[config.mk]
export PLATFORM = sky130hd
export DESIGN_NAME = text_typewriter_ctrl_flat
export DESIGN_NICKNAME = d
export VERILOG_FILES = /design/src/rtl/text_typewriter_ctrl_if.sv /design/src/rtl/text_typewriter_ctrl.sv /design/src/flat_wrapper.sv
export SDC_FILE = /design/constraint.sdc
export NUM_CORES = 1
export LEC_CHECK = 0
export ABC_AREA = 1
export CELL_PAD_IN_SITES_DETAIL_PLACEMENT = 1
export CELL_PAD_IN_SITES_GLOBAL_PLACEMENT = 1
export CORE_ASPECT_RATIO = 1.5
export CORE_MARGIN = 5
export CORE_UTILIZATION = 51
export CTS_CLUSTER_SIZE = 10
export DETAILED_ROUTE_END_ITERATION = 12
export PLACE_DENSITY_LB_ADDON = 0.1
export SYNTH_ARGS = -nofsm -noshare
export SYNTH_HDL_FRONTEND = slang
export SYNTH_SLANG_ARGS = --single-unit
[constraint.sdc]
create_clock -name clk -period 3.4 [get_ports clk]
set_clock_uncertainty 0.1 [all_clocks]
set_input_delay 0.34 -clock clk [delete_from_list [all_inputs] [get_ports clk]]
set_output_delay 0.34 -clock clk [all_outputs]
set_load 0.05 [all_outputs]
[src/rtl/text_typewriter_ctrl_if.sv]
// Bundles the buffer write port, the sequence controls and the renderer read port of the typewriter.
interface text_typewriter_ctrl_if;
    logic       wr_en;
    logic [3:0] wr_addr;
    logic [7:0] wr_data;
    logic [4:0] text_len;
    logic       start;
    logic       skip;
    logic       pause;
    logic [7:0] readAddress;
    logic [7:0] outByte;
    logic [4:0] reveal_count;
    logic       busy;
    logic       done;
    logic       char_strobe;

    modport master (
        output wr_en, wr_addr, wr_data, text_len, start, skip, pause, readAddress,
        input  outByte, reveal_count, busy, done, char_strobe
    );

    modport slave (
        input  wr_en, wr_addr, wr_data, text_len, start, skip, pause, readAddress,
        output outByte, reveal_count, busy, done, char_strobe
    );
endinterface

[src/rtl/text_typewriter_ctrl.sv]
// Typewriter reveal sequencer for a 16-character text row with a masked, registered read port.
// One reveal every CHAR_DELAY cycles; pause freezes pacing, skip reveals everything at once.
module text_typewriter_ctrl #(
    parameter logic [31:0] CHAR_DELAY     = 32'd50000,
    parameter logic [7:0]  ADDRESS_OFFSET = 8'd0,
    parameter logic [7:0]  BLANK_CHAR     = 8'h00
) (
    input  logic                    clk,
    input  logic                    rst,
    text_typewriter_ctrl_if.slave   bus
);

    typedef enum logic [1:0] {IDLE, TYPE, DONE} state_t;

    state_t      state, state_nxt;
    logic [31:0] cnt, cnt_nxt;
    logic [4:0]  len, len_nxt;
    logic [4:0]  rc_nxt;
    logic        strobe_nxt;
    logic [7:0]  mem [16];
    logic [7:0]  idx;
    logic        visible;

    always_comb begin
        state_nxt  = state;
        cnt_nxt    = cnt;
        len_nxt    = len;
        rc_nxt     = bus.reveal_count;
        strobe_nxt = 1'b0;
        case (state)
            IDLE, DONE: begin
                if (bus.start) begin
                    len_nxt   = (bus.text_len > 5'd16) ? 5'd16 : bus.text_len;
                    rc_nxt    = 5'd0;
                    cnt_nxt   = 32'd0;
                    state_nxt = (len_nxt == 5'd0) ? DONE : TYPE;
                end
            end
            TYPE: begin
                if (bus.skip) begin
                    rc_nxt    = len;
                    state_nxt = DONE;
                end else if (bus.pause) begin
                    cnt_nxt = cnt;
                end else if (cnt == CHAR_DELAY - 32'd1) begin
                    cnt_nxt    = 32'd0;
                    rc_nxt     = bus.reveal_count + 5'd1;
                    strobe_nxt = 1'b1;
                    if (rc_nxt == len)
                        state_nxt = DONE;
                end else begin
                    cnt_nxt = cnt + 32'd1;
                end
            end
            default: state_nxt = IDLE;
        endcase
    end

    // busy/done follow the next state so they line up with the state register.
    always_ff @(posedge clk or posedge rst) begin
        if (rst) begin
            state            <= IDLE;
            cnt              <= 32'd0;
            len              <= 5'd0;
            bus.reveal_count <= 5'd0;
            bus.busy         <= 1'b0;
            bus.done         <= 1'b0;
            bus.char_strobe  <= 1'b0;
        end else begin
            state            <= state_nxt;
            cnt              <= cnt_nxt;
            len              <= len_nxt;
            bus.reveal_count <= rc_nxt;
            bus.busy         <= (state_nxt == TYPE);
            bus.done         <= (state_nxt == DONE);
            bus.char_strobe  <= strobe_nxt;
        end
    end

    // Buffer is frozen while typing so the visible text cannot change under the renderer.
    always_ff @(posedge clk) begin
        if (bus.wr_en && (state != TYPE))
            mem[bus.wr_addr] <= bus.wr_data;
    end

    assign idx     = bus.readAddress - ADDRESS_OFFSET;
    assign visible = (idx < 8'd16) && (idx < {3'b000, bus.reveal_count});

    always_ff @(posedge clk or posedge rst) begin
        if (rst)
            bus.outByte <= BLANK_CHAR;
        else
            bus.outByte <= visible ? mem[idx[3:0]] : BLANK_CHAR;
    end

endmodule
[src/flat_wrapper.sv]
// flat-port wrapper written by rule: the top's interface ports become plain ports
module text_typewriter_ctrl_flat 
#(
    parameter logic [31:0] CHAR_DELAY     = 32'd50000,
    parameter logic [7:0]  ADDRESS_OFFSET = 8'd0,
    parameter logic [7:0]  BLANK_CHAR     = 8'h00
)
  (clk, rst, bus_wr_en, bus_wr_addr, bus_wr_data, bus_text_len, bus_start, bus_skip, bus_pause, bus_readAddress, bus_outByte, bus_reveal_count, bus_busy, bus_done, bus_char_strobe);
  text_typewriter_ctrl_if bus_i ();
  input  logic clk;
  input  logic rst;
  input wire logic [$bits(bus_i.wr_en)-1:0] bus_wr_en;
  input wire logic [$bits(bus_i.wr_addr)-1:0] bus_wr_addr;
  input wire logic [$bits(bus_i.wr_data)-1:0] bus_wr_data;
  input wire logic [$bits(bus_i.text_len)-1:0] bus_text_len;
  input wire logic [$bits(bus_i.start)-1:0] bus_start;
  input wire logic [$bits(bus_i.skip)-1:0] bus_skip;
  input wire logic [$bits(bus_i.pause)-1:0] bus_pause;
  input wire logic [$bits(bus_i.readAddress)-1:0] bus_readAddress;
  output wire logic [$bits(bus_i.outByte)-1:0] bus_outByte;
  output wire logic [$bits(bus_i.reveal_count)-1:0] bus_reveal_count;
  output wire logic [$bits(bus_i.busy)-1:0] bus_busy;
  output wire logic [$bits(bus_i.done)-1:0] bus_done;
  output wire logic [$bits(bus_i.char_strobe)-1:0] bus_char_strobe;
  assign bus_i.wr_en = bus_wr_en;
  assign bus_i.wr_addr = bus_wr_addr;
  assign bus_i.wr_data = bus_wr_data;
  assign bus_i.text_len = bus_text_len;
  assign bus_i.start = bus_start;
  assign bus_i.skip = bus_skip;
  assign bus_i.pause = bus_pause;
  assign bus_i.readAddress = bus_readAddress;
  assign bus_outByte = bus_i.outByte;
  assign bus_reveal_count = bus_i.reveal_count;
  assign bus_busy = bus_i.busy;
  assign bus_done = bus_i.done;
  assign bus_char_strobe = bus_i.char_strobe;
  text_typewriter_ctrl #(.CHAR_DELAY(CHAR_DELAY), .ADDRESS_OFFSET(ADDRESS_OFFSET), .BLANK_CHAR(BLANK_CHAR)) u_core (.clk(clk), .rst(rst), .bus(bus_i));
endmodule
==> Word-level counts from Yosys, hierarchy flattened <==
Memory sizes are Yosys's and may differ from the RTL's.
Cells that the tools add are included.
{ "word_totals": {"rom_bits": 0, "latch_bits": 0, "regBits": 55, "out_inout_bits": 16, "inputBits": 31, "ram_bits": 128, "memories": 1, "wordCells": 60} }
{ "mem_list": {"columns": ["memory", "words", "word_bits", "rd", "rd_clocked_by_memory_dff", "write_ports", "line_no", "text"], "rows": [
  ["u_core.mem", 16, 8, 1, 0, 1, "text_typewriter_ctrl.sv:20", "logic [7:0] mem [16];"]
]} }
{ "classes": {"mul": 0, "bitwise_logic": 0, "n_addsub": 2, "n_lt_le_gt_ge": 3, "muxes": 25, "div": 0, "shifts": 0, "n_reduce_logical": 9, "n_eq_ne": 12} }
{ "ops": {"columns": ["cell", "count"], "rows": [
  ["$mux 32", 4],
  ["$pmux 32 s2", 1],
  ["$add 32x1->32 const B", 1],
  ["$eq 32x16->1 const B", 1],
  ["$mux 5", 5],
  ["$mux 2", 6],
  ["$pmux 5 s2", 1],
  ["$lt 8x5->1", 1],
  ["$lt 8x5->1 const B", 1],
  ["$mux 8", 1],
  ["$reduce_and 4->1", 2],
  ["$mux 1", 6],
  ["$ne 2x2->1 const B", 3],
  ["$add 5x1->5 const B", 1],
  ["$eq 5x5->1", 1],
  ["$gt 5x5->1 const B", 1],
  ["$logic_not 5->1", 1],
  ["$eq 2x1->1 const B", 2],
  ["$eq 2x2->1 const B", 2],
  ["$pmux 2 s2", 1],
  ["$ne 3x2->1 const B", 1],
  ["$ne 3x3->1 const B", 1],
  ["$logic_and 1x1->1", 2],
  ["$logic_not 2->1", 1],
  ["4 further kinds", 4]
]} }

==> Logic depth before layout (Yosys ltp) <==
{ "depth": {"depth_word": 8, "depth_mapped": 11, "mapped_depth_nobuf": 11} }

==> Worst setup path after synthesis <==
OpenSTA, ideal clock, no wires.
{ "synth_path": {"kind": "reg2reg", "startpoint": "reg u_core.bus.reveal_count[0]", "endpoint": "reg u_core.bus.busy", "stages_incl_launch_ff": 8, "synth_period_minus_slack_ns": 1.852, "n_path_buf": 0, "t_arrival_ns": 1.628, "setup_slack_ns": 1.548, "setup_ns": 0.124, "t_required_ns": 3.176, "path_cell_list": "dfrtp_1 -> ha_1 -> xnor2_1 -> nand2_1 -> nor2_1 -> nand3_1 -> o21ai_1 -> nand2_1"} }
{ "synth_via": {"elab_chain_cells": 8} }
{ "synth_lines": {"columns": ["element", "line_no", "text"], "rows": [
  ["start, declared", "text_typewriter_ctrl_if.sv:24", "output outByte, reveal_count, busy, done, char_strobe"],
  ["start signal, assigned", "text_typewriter_ctrl.sv:73", "bus.reveal_count <= rc_nxt;"],
  ["$add 5x1->5", "text_typewriter_ctrl.sv:47", "rc_nxt = bus.reveal_count + 5'd1;"],
  ["$eq 5x5->1", "text_typewriter_ctrl.sv:49", "if (rc_nxt == len)"],
  ["$mux 2", "text_typewriter_ctrl.sv:49", null],
  ["$mux 2", "text_typewriter_ctrl.sv:45", "end else if (cnt == CHAR_DELAY - 32'd1) begin"],
  ["$mux 2", "text_typewriter_ctrl.sv:43", "end else if (bus.pause) begin"],
  ["$mux 2", "text_typewriter_ctrl.sv:40", "if (bus.skip) begin"],
  ["$pmux 2 s2", "text_typewriter_ctrl.sv:30", "case (state)"],
  ["$eq 2x1->1", "text_typewriter_ctrl.sv:74", "bus.busy <= (state_nxt == TYPE);"],
  ["end signal, assigned", "text_typewriter_ctrl.sv:74", null],
  ["end, declared", "text_typewriter_ctrl_if.sv:24", null]
]} }
No other way between the ends.
A chain may end at the register's enable or synchronous reset.

==> Final worst setup path <==
{ "layout_path": {"startpoint": "reg u_core.state[0]", "endpoint": "mem u_core.mem[7][6] (enable)"} }
{ "layout_via": {"elab_chain_cells": 4} }
{ "layout_lines": {"columns": ["element", "line_no", "text"], "rows": [
  ["start, declared", "text_typewriter_ctrl.sv:15", "state_t state, state_nxt;"],
  ["start signal, assigned", "text_typewriter_ctrl.sv:70", "state <= state_nxt;"],
  ["$ne 2x1->1", "text_typewriter_ctrl.sv:82", "if (bus.wr_en && (state != TYPE))"],
  ["$logic_and 1x1->1", "text_typewriter_ctrl.sv:82", null],
  ["$mux 1", "text_typewriter_ctrl.sv:82", null],
  ["$mux 1 (not written as such)", "text_typewriter_ctrl.sv:83", "mem[bus.wr_addr] <= bus.wr_data;"],
  ["end, declared", "text_typewriter_ctrl.sv:20", null]
]} }
No other way between the ends.

==> impl_metrics.yaml <==
status:
  outcome: "finished, final reports clean"
timing:
  rsz0062_at_grt: "no"
  timing.final.crit_share_pct: 76.3
  setup_tns_ps: 0
  slew_viol_final: 0
  setup_viol: 0
  period_needed_ps: 2600
  max_slew_margin_pct: 40.1
  fin_hold_ws_ps: 311
  hold_viol: 0
  tightest_slew_ps: 897
  fmax_ghz: 0.385
pwr:
  ir_worst_vdd_v: 0.000359
  powerDensity_mw_per_mm2: 532
  leakage_nw: 3.67
critical_path:
  regToRegSetupSlack_ps: 800
  end_kind: "flip-flop"
  path_buf_inv: 1
  cpMaxStageDelayCell: "nor2_1"
  crit_top_cell: "nor2_1"
  max_stage_delay_ps: 680
  crit_chain: "nand2_4 -> inv_1 -> nor2_1 -> nand3_1 -> nor2_1"
  path_class: "flip-flop to flip-flop"
  critPathRequiredTime_ps: 3370
  critPathLaunchType: "flip-flop"
  critPathTopFamily: "simple AND/OR/NAND/NOR gates"
  cp.arrival_ps: 2560
  r2r_start: "u_core.state[0]"
  r2r_end: "u_core.mem[7][6]"
  reg2reg_depth: 5
  worst-path-max-fanout: 9
cells_and_area:
  area_delta_synth_final_pct: 14.6
  num_antenna_cells: 0
  final_core_util_pct: 59.4
  final_cell_mix: "165 x nand2_1, 157 x nor2_1, 128 x edfxtp_1"
  layout.nets: 939
  design_area_mm2: 0.00966
  fin_cells: 1121
  drive_gt1_share_pct: 7.32
  final_common_cell: "nand2_1"
floorplanning:
  die_area_mm2: 0.0193
  std_cell_rows: 57
  initial_core_util_pct: 51.8
  coreArea_mm2: 0.0163
  die_h_um: 167
  die_width_um: 115
  ios: 47
synthesis:
  yosysSeqAreaShare_pct: 61.9
  synthFlopType: "edfxtp_1"
  async_reset_ff_share_pct: 30.1
  ys_types: 42
  synth_cells: 860
  syn-num-nets: 897
  syn_area_mm2: 0.00843
  ys_ff_latch: 183
  ys_warn_count: 0
  synth_edf_count: 128
  synth_area_per_cell_um2: 9.80
cts:
  cts_made_buffers: 17
  htreeDepth: 4
  hold_buffers: 0
  postCtsSetupRepairBufs: 0
  ctsResizeCount: 0
  clk_transition_reported_paths_ps: 80
  cts_root_buf: "clkbuf_16"
  clock_path_buffers: 2
  cts.sinks: 183
  cts_tree: "built"
  clkLatencyLatePin_ps: 440
global_route:
  grt_max_degree: 66
  grt_pass1_vias: 6927
  grt_pass1_wl_um: 37300
  grt.overflow.total: 0
  grt_use_total_pct: 25.6
  grt_antenna_before_repair: 0
drt:
  wl_per_cell_um: 21.2
  totalWireLength_um: 23800
  dr.pass1.iters: 6
  drt-initial-drc-count: 406
  drc: 0
  ant_nets: 0
  vias: 6456
  via_per_inst: 5.76
placed_design:
  portBuffers: 46
  dp.cells: 1089
  place_area_mm2: 0.00905
  routabilityCongestion: 0.918
  dp_hpwl_um: 17200
run:
  maxCapViolations: 0
min_path:
  hp-class: "input pin to async pin"
==> sequential cells by signal, summed over array words and instances (netlist names) <==
name and flops:
u_core.mem 128, u_core.cnt 32, u_core.bus.outByte 8, u_core.bus.reveal_count 5, u_core.len 5, u_core.state 2
u_core.bus.busy 1, u_core.bus.char_strobe 1, u_core.bus.done 1
==> metrics by stage <==
stage | setup slack [ps] | power [mW]
finish | 804 | 5.14
global route | 688 | 5.33
CTS | 827 | 5.18
detailed placement | 739 | 3.21
global placement | 828 | 3.19
floorplan | 1550 | 2.96
==> power breakdown <==
part           internal (mW)  switching [mW]
combinational          0.195           0.457
sequential              2.45          0.0545
clock                  0.999           0.981
total                   3.65            1.49
==> routing by layer <==
metal  vias up  part of all wire, %  track usage [%]
met1      3162                   36             27.3
met5         -                    0                0
met2       187                   55             47.8
li1       3034                    -                -
met3        73                  3.7             3.83
met4         0                  5.1             13.0
==> cells by family after synthesis <==
group                    after synthesis  synth area share, %
adder cells (fa/ha/maj)                6                0.890
AND/OR/NAND/NOR                      425                 22.3
XOR/XNOR                              10                 1.04
buffers and inverters                 89                 4.27
AO/OA/AOI/OAI                        147                 9.56
flip-flops                           183                 61.9
==> Yosys cell counts, types with 4 or more instances <==
cell	instances	share of area [%]
a21oi_1	15	0.89
clkbuf_1	21	0.94
dfrtp_1	55	16
edfxtp_1	128	46
ha_1	6	0.89
inv_1	56	2.5
inv_2	4	0.18
nand2_1	165	7.3
nand2_2	4	0.30
nand3_1	49	2.9
nand4_1	17	1.3
nor2_1	157	7.0
nor2_2	4	0.30
nor2_4	4	0.53
nor3_1	11	0.65
o21ai_0	83	4.9
o21ai_1	9	0.53
o22ai_1	30	2.2
xor2_1	7	0.73
==> area by class of cell <==
type	count	area, um2
inverter	60	225
clock buffer	17	425
timing repair buffer	52	500
fill	1788	6600
sequential	183	5220
clock inverter	15	181
multi-input combinational	588	2850
tap	206	258
==> worst register-to-register path, delay by kind of cell, from the launching register on <==
| family | cells | cell delay [ps] |
|---|---|---|
| flip-flops | 1 | 430 |
| AND/OR/NAND/NOR | 4 | 1600 |
| buffers and inverters | 1 | 90 |
==> worst max path at each step <==
| stage | startpoint | end | slack (ps) | depth (start not counted) |
|---|---|---|---|---|
| detailed placement | bus_wr_en | u_core.mem[7][5] | 740 | 5 |
| global route | u_core.state[0] | u_core.mem[7][6] | 690 | 5 |
| global placement | bus_wr_en | u_core.mem[7][5] | 830 | 5 |
| finish | u_core.state[0] | u_core.mem[7][6] | 800 | 5 |
| floorplan | u_core.bus.reveal_count[0] | u_core.bus.busy | 1550 | 7 |
| CTS | u_core.state[0] | u_core.mem[7][2] | 830 | 5 |
(Power assumes the default switching activity.)
